File: src/rtl/ternary_pkg.sv
// ternary_pkg: trit codes, trit-to-integer helper and decoder FSM encoding
package ternary_pkg;
    localparam logic [1:0] T_Z   = 2'b00;
    localparam logic [1:0] T_P   = 2'b01;
    localparam logic [1:0] T_N   = 2'b10;
    localparam logic [1:0] T_INV = 2'b11;

    typedef enum logic [1:0] {S_IDLE, S_CONV, S_DONE} state_t;

    // Invalid code maps to 0 so a bad trit contributes nothing to the value
    function automatic logic signed [1:0] trit_to_int(input logic [1:0] t);
        return t == T_P ? 2'sd1 : t == T_N ? -2'sd1 : 2'sd0;
    endfunction
endpackage

File: src/rtl/trit_horner_step.sv
// trit_horner_step: one Horner step acc_out = 3*acc_in + trit, flags invalid trit
//   acc_in  : running signed value
//   trit    : 2-bit trit code
//   acc_out : 3*acc_in + trit value
//   inv     : trit was the invalid code
module trit_horner_step
    import ternary_pkg::*;
#(
    parameter int BIN_W = 15
) (
    input  logic signed [BIN_W-1:0] acc_in,
    input  logic        [1:0]       trit,
    output logic signed [BIN_W-1:0] acc_out,
    output logic                    inv
);
    logic signed [1:0] ti;
    assign ti      = trit_to_int(trit);
    assign acc_out = (acc_in <<< 1) + acc_in + {{(BIN_W-2){ti[1]}}, ti};
    assign inv     = trit == T_INV;
endmodule

File: src/rtl/trit_word_decoder.sv
// trit_word_decoder: iterative balanced-ternary word to signed binary converter
//   clk, rst             : clock, synchronous active-high reset
//   in_valid/in_ready    : input handshake, in_trits = packed word (trit 0 at [1:0])
//   out_valid/out_ready  : output handshake
//   out_data             : signed two's-complement value
//   out_err              : word held at least one invalid trit
module trit_word_decoder
    import ternary_pkg::*;
#(
    parameter int NTRITS = 9,
    parameter int BIN_W  = 15
) (
    input  logic                    clk,
    input  logic                    rst,
    input  logic                    in_valid,
    output logic                    in_ready,
    input  logic [2*NTRITS-1:0]     in_trits,
    output logic                    out_valid,
    input  logic                    out_ready,
    output logic signed [BIN_W-1:0] out_data,
    output logic                    out_err
);
    localparam int CW = $clog2(NTRITS + 1);

    state_t                   state_q, state_d;
    logic [2*NTRITS-1:0]      sh_q, sh_d;
    logic signed [BIN_W-1:0]  acc_q, acc_d, acc_nx, data_q, data_d;
    logic [CW-1:0]            cnt_q, cnt_d;
    logic                     err_q, err_d, oerr_q, oerr_d, inv;

    trit_horner_step #(.BIN_W(BIN_W)) u_step (
        .acc_in (acc_q),
        .trit   (sh_q[2*NTRITS-1 -: 2]),
        .acc_out(acc_nx),
        .inv    (inv)
    );

    assign in_ready  = state_q == S_IDLE;
    assign out_valid = state_q == S_DONE;
    assign out_data  = data_q;
    assign out_err   = oerr_q;

    // CONV spends NTRITS clocks stepping and one more publishing the result
    always_comb begin
        state_d = state_q;
        sh_d    = sh_q;
        acc_d   = acc_q;
        cnt_d   = cnt_q;
        err_d   = err_q;
        data_d  = data_q;
        oerr_d  = oerr_q;
        if (state_q == S_IDLE && in_valid) begin
            state_d = S_CONV;
            sh_d    = in_trits;
            acc_d   = '0;
            cnt_d   = '0;
            err_d   = 1'b0;
        end else if (state_q == S_CONV && cnt_q == CW'(NTRITS)) begin
            state_d = S_DONE;
            data_d  = acc_q;
            oerr_d  = err_q;
        end else if (state_q == S_CONV) begin
            acc_d = acc_nx;
            sh_d  = {sh_q[2*NTRITS-3:0], 2'b00};
            cnt_d = cnt_q + 1'b1;
            err_d = err_q | inv;
        end else if (state_q == S_DONE && out_ready) begin
            state_d = S_IDLE;
        end
    end

    always_ff @(posedge clk) begin
        if (rst) begin
            state_q <= S_IDLE;
            sh_q    <= '0;
            acc_q   <= '0;
            cnt_q   <= '0;
            err_q   <= 1'b0;
            data_q  <= '0;
            oerr_q  <= 1'b0;
        end else begin
            state_q <= state_d;
            sh_q    <= sh_d;
            acc_q   <= acc_d;
            cnt_q   <= cnt_d;
            err_q   <= err_d;
            data_q  <= data_d;
            oerr_q  <= oerr_d;
        end
    end
endmodule

File: config.mk
export PLATFORM = sky130hd
export DESIGN_NAME = trit_word_decoder
export DESIGN_NICKNAME = d
export VERILOG_FILES = /design/src/rtl/ternary_pkg.sv /design/src/rtl/trit_horner_step.sv /design/src/rtl/trit_word_decoder.sv
export SDC_FILE = /design/constraint.sdc
export NUM_CORES = 1
export LEC_CHECK = 0
export BUFFER_PORTS_ARGS = -buffer_cell sky130_fd_sc_hd__buf_4
export CAP_MARGIN = 20
export CORE_MARGIN = 4
export CORE_UTILIZATION = 40
export CTS_CLUSTER_DIAMETER = 200
export DETAILED_ROUTE_END_ITERATION = 10
export PLACE_DENSITY = 0.62
export SYNTH_ARGS = -nofsm -noshare
export SYNTH_HDL_FRONTEND = slang
export SYNTH_HIERARCHICAL = 1
export SYNTH_SLANG_ARGS = --single-unit
File: constraint.sdc
create_clock -name clk -period 3.25 [get_ports clk]
set_input_delay 0.65 -clock clk [delete_from_list [all_inputs] [get_ports clk]]
set_output_delay 0.65 -clock clk [all_outputs]
set_load 0.01 [all_outputs]
; After elaboration in Yosys (flattened, before gate mapping)
; Index checks and enable logic that the tools add are counted.
[totals]
ff_bits = 56
input_bits = 22
out_inout_bits = 18
word_cells = 45
[op_classes]
n_addsub = 3
n_eq_ne = 9
n_mux = 9
n_bitwise = 3
n_reduce_logical = 13
[ops]
columns = op, n
row1 = 18-bit two-way mux, 3
row2 = 15-bit adder, 2
row3 = 2-bit two-way mux, 5
row4 = 2-bit AND reduction, 5
row5 = 2-bit equality test (second input constant), 3
row6 = 4-bit by 1-bit adder with 4-bit output (second input constant), 1
row7 = 2-bit by 1-bit equality test with 1-bit output (second input constant), 2
row8 = 4-bit equality test (second input constant), 1
row9 = 2-bit nonzero test, 2
row10 = 1-bit logical AND, 3
row11 = 3-bit by 2-bit inequality test with 1-bit output (second input constant), 1
row12 = 3-bit nonzero test, 1
row13 = 2-bit logical NOT, 1
row14 = 2-bit by 1-bit inequality test with 1-bit output (second input constant), 1
row15 = 2-bit inequality test (second input constant), 1
row16 = 1-bit NOT, 2
row17 = 2-bit OR reduction, 1
row18 = 1-bit two-way mux, 1
row19 = 1-bit OR, 1

; Depth between registers and ports, before layout
[logic_depth]
depth_word = 6
ltp_mapped = 14
ltp_nobuf = 14

; Modules after synthesis
; The synthesis kept the hierarchy.
[modules_own_cells]
columns = module, instances, cells_per_inst, area_each_um2, seq_area_each_um2
row1 = trit_word_decoder, 1, 284, 2461.1, 1121.1
row2 = trit_horner_step, 1, 110, 1014.7, 0.0

; Least setup slack after synthesis
; No wires, ideal clock.
[synth_timing]
path_kind = flip-flop to flip-flop
start = reg sh_q[16]
end = reg acc_q[14]
setup_ns = 0.070
arrival_time_ns = 2.919
t_required_ns = 3.180
slack_ns = 0.261
stages_incl_launch_ff = 13
n_path_buf = 1
synth_period_minus_slack_ns = 2.989
cell_sequence = dfxtp_1 inv_1 ha_1 fa_1 ha_1 buf_6 a21oi_2 o21ai_1 or4_4 o221ai_2 xnor2_1 nand3_1 a21oi_1
[synth_via]
elab_chain_cells = 4
word_cells_on_any_way = 5
cone_classes = add/sub: 1 / eq/ne: 2 / mux: 2
[synth_lines]
columns = item, line_no
row1 = "start, declared", trit_word_decoder.sv:26  ; logic [2*NTRITS-1:0] sh_q, sh_d;
row2 = "start signal, assigned", trit_word_decoder.sv:75  ; sh_q <= '0;
row3 = "start signal, assigned", trit_word_decoder.sv:83  ; sh_q <= sh_d;
row4 = 2-bit equality test, ternary_pkg.sv:12  ; return t == T_P ? 2'sd1 : t == T_N ? -2'sd1 : 2'sd0;
row5 = 2-bit two-way mux, ternary_pkg.sv:12
row6 = 2-bit two-way mux *, ternary_pkg.sv:12
row7 = 15-bit adder *, trit_horner_step.sv:18  ; assign acc_out = (acc_in <<< 1) + acc_in + {{(BIN_W-2){ti[1]}}, ti};
row8 = named net acc_nx[14], trit_word_decoder.sv:27  ; logic signed [BIN_W-1:0] acc_q, acc_d, acc_nx, data_q, data_d;
row9 = "end signal, assigned", trit_word_decoder.sv:76  ; acc_q <= '0;
row10 = "end signal, assigned", trit_word_decoder.sv:84  ; acc_q <= acc_d;
row11 = "end, declared", trit_word_decoder.sv:27
; Mark *: on every way through the listed nets, which the timed path passes. The rest lies on a longest branch.
; A chain may end at the register's enable or synchronous reset.

; Worst setup path in the final report
[layout_timing]
start = reg sh_q[16]
end = reg acc_q[13]
; The elaborated chain is that of the path after synthesis.

==> flow_summary.toml <==
[logic_synthesis]
ys_seq_elements = 56
yosysTopAreaCellShare_pct = 32.3
synthesis.nets = 448
synthTopCellsByArea = "dfxtp_1, fa_1, nand3_1, o21ai_0, a311oi_2"
synth_top_area_cell = "dfxtp_1"
yosys_most_used_dff = "dfxtp_1"
synth.most_common_cell = "dfxtp_1"
netlist_area_um2 = 3480
synth_area_per_cell_um2 = 8.82
netlist_instances = 394
async_flop_share_pct = 0
synth_commonest_cells = "dfxtp_1, nand3_1, o21ai_0"
ys_warn_count = 6
yosysSeqAreaShare_pct = 32.3
synth_edf_count = 0
ys_types = 50

[clock_tree]
cts.sinks = 56
clk_latency_ns = 0.31
htreeDepth = 2
cts_tree = "built"
cts_buffers = 5
clk_path_buf_depth = 2
clkTransAtPathRegs_ns = 0.10
cts_root_buffer = "clkbuf_8"
cts_setup_buffers = 0

[die]
num_rows = 33
io_pins = 40
core_um2 = 8340
die_w_um = 101
start_util_pct = 41.7
dieHeight_um = 101
die_area_um2 = 10200

[pwr]
p_leak_nw = 1.53
pwr-share-comb_pct = 21.4
clkPwrFrac_pct = 30.2
cellPowerDensity_nw_per_um2 = 388
switching_share_pct = 29.0
internal_power_mw = 1.09
p_seq_share_pct = 48.5
irDropWorstVdd_mv = 0.185
switching_power_uw = 445

[finish]
area_growth_pct = 13.6
final_core_util_pct = 47.3
final_area_um2 = 3950
drive_gt1_share_pct = 20.8
fin_nets = 471
diodes = 0
fill_cells = 817

[worst_hold_path]
hp-class = "reg -> reg"

[global_routing]
grt_overflow = 0
grt_usage_pct = 15.9
grt_max_degree = 54
grt_pass1_vias = 2796
grt_first_pass_wirelength_um = 13500
antenna_found_initial = 0

[timing]
grt_setup_unrepaired = "no"
setup_viol = 0
hold_slack_ns = 0.480
finalHoldViolations = 0
finalClockSkew_ns = 0.00928
timing.fmax_mhz = 332
slew_violations = 0
fin_crit_sh_pct = 92.6
fin_crit_ns = 3.01
final.setup.tns_ns = 0
worst_pin_slew_ns = 0.941
slew_headroom_pct = 37.3

[detailed_routing]
detail-route-antenna-nets = 0
wl_um = 8000
vias = 2971
via_per_inst = 5.68
drc = 0
drt_iter0_markers = 134
drtPass1Iterations = 4
wl_per_cell_um = 15.3

[critical_path]
worstSetupPathType = "reg -> reg"
cp-end-kind = "register"
cp_cell_sequence = "inv_1, ha_2, fa_1, ha_1, inv_1, fa_1, nor2b_1, o31a_1, o31ai_2, o221ai_1, xor2_1, nand3_1, a21oi_1"
critPathArrivalTime_ns = 3.24
critPathMaxStageDelay_ns = 0.45
cp.required_ns = 3.48
cp_slowest_cell = "fa_1"
worstSetupStartpointType = "register"
crit_fanout = 4

[place]
dp_hpwl_um = 5350
io_buffers = 39
gp_congestion = 0.789
dpl_cell_area_um2 = 3810

[flow_run]
max-cap-violations = 0

[run_status]
status = "finished clean"
==> flip-flops by register name, indices dropped and copies added (netlist names) <==
name,cells
err_q,1
sh_q,18
out_data,15
cnt_q,4
acc_q,15
out_err,1
state_q,2
==> final timing paths <==
check | from | endpoint | slack (ns) | cells after the start
max reg2reg | sh_q[16] | acc_q[13] | 0.24 | 13
min reg2reg | out_err | out_err | 0.48 | 2
min | out_err | out_err | 0.48 | 2
max | sh_q[16] | acc_q[13] | 0.24 | 13
==> placed cells by master, fill, tap and decap left out, drive strengths merged, types with 2 or more instances in the layout <==
cell    instances
a311oi         17
a21oi          50
inv            13
nand2           6
or4             2
nor2           25
xnor2           8
nand2b          2
nor3b           2
o221ai          2
dfxtp          56
o21ai          54
nand3b          2
fa             14
xor2            4
clkbuf          6
nand4           2
nor2b           4
o211ai          3
buf            51
o31ai           2
nor3            4
ha             18
or3             3
nand3          50
a21o            3
==> stage by stage <==
stage | cells | setup slack (ns) | total power [mW]
2_1_floorplan | 394 | 0.261 | 1.01
3_3_place_gp | 514 | 0.274 | 1.08
3_5_place_dp | 514 | 0.226 | 1.08
4_1_cts | 522 | 0.196 | 1.55
5_1_grt | 523 | 0.0567 | 1.62
6_report | 523 | 0.241 | 1.53
==> critical path: cells and delay by family, from the launching register on <==
family	cells	cell delay, ns
fa+ha+maj	4	1.12
compound gates	4	1.00
flops	1	0.37
xor+xnor	1	0.16
simple gates	2	0.15
buf+inv	2	0.13
==> power by group through the flow <==
stage                     Clock, mW  Sequential [mW]  Combinational (mW)
after floorplan                   0            0.750               0.259
after CTS                     0.478            0.744               0.325
after global routing          0.499            0.748               0.368
after detailed placement          0            0.759               0.323
final                         0.462            0.743               0.327
after global placement            0            0.758               0.318
==> logic make-up (layout without fill, tap and decap cells) <==
logic type	count (synthesis)	count (layout)	synth area share, %
xor+xnor	12	12	3.02
simple gates	106	106	15.6
fa+ha+maj	32	32	14.5
compound gates	140	140	27.6
flops	56	56	32.3
buf+inv	48	72	7.05
==> metal layers <==
layer	global-route usage [%]	vias to the layer above	wire length (um)
met4	3.07	0	29
li1	-	1472	-
met1	21.5	1444	3710
met3	3.24	4	349
met5	0	-	0
met2	26.3	51	3910
==> timing repair <==
action	4_1_cts	5_1_grt
endpoints found under the setup margin	0	3
resized for setup	0	3
hold buffers	0	0
==> cell type report <==
type,count,area (um2),share of cell area [%]
Clock inverter,2,35.0,0.887
Timing Repair Buffer,51,403,10.2
Multi-Input combinational cell,290,2140,54.1
Clock buffer,6,72.6,1.84
Tap cell,105,131,3.33
Sequential cell,56,1120,28.4
Inverter,13,48.8,1.24
No activity file was read; power rests on OpenSTA's default activity.
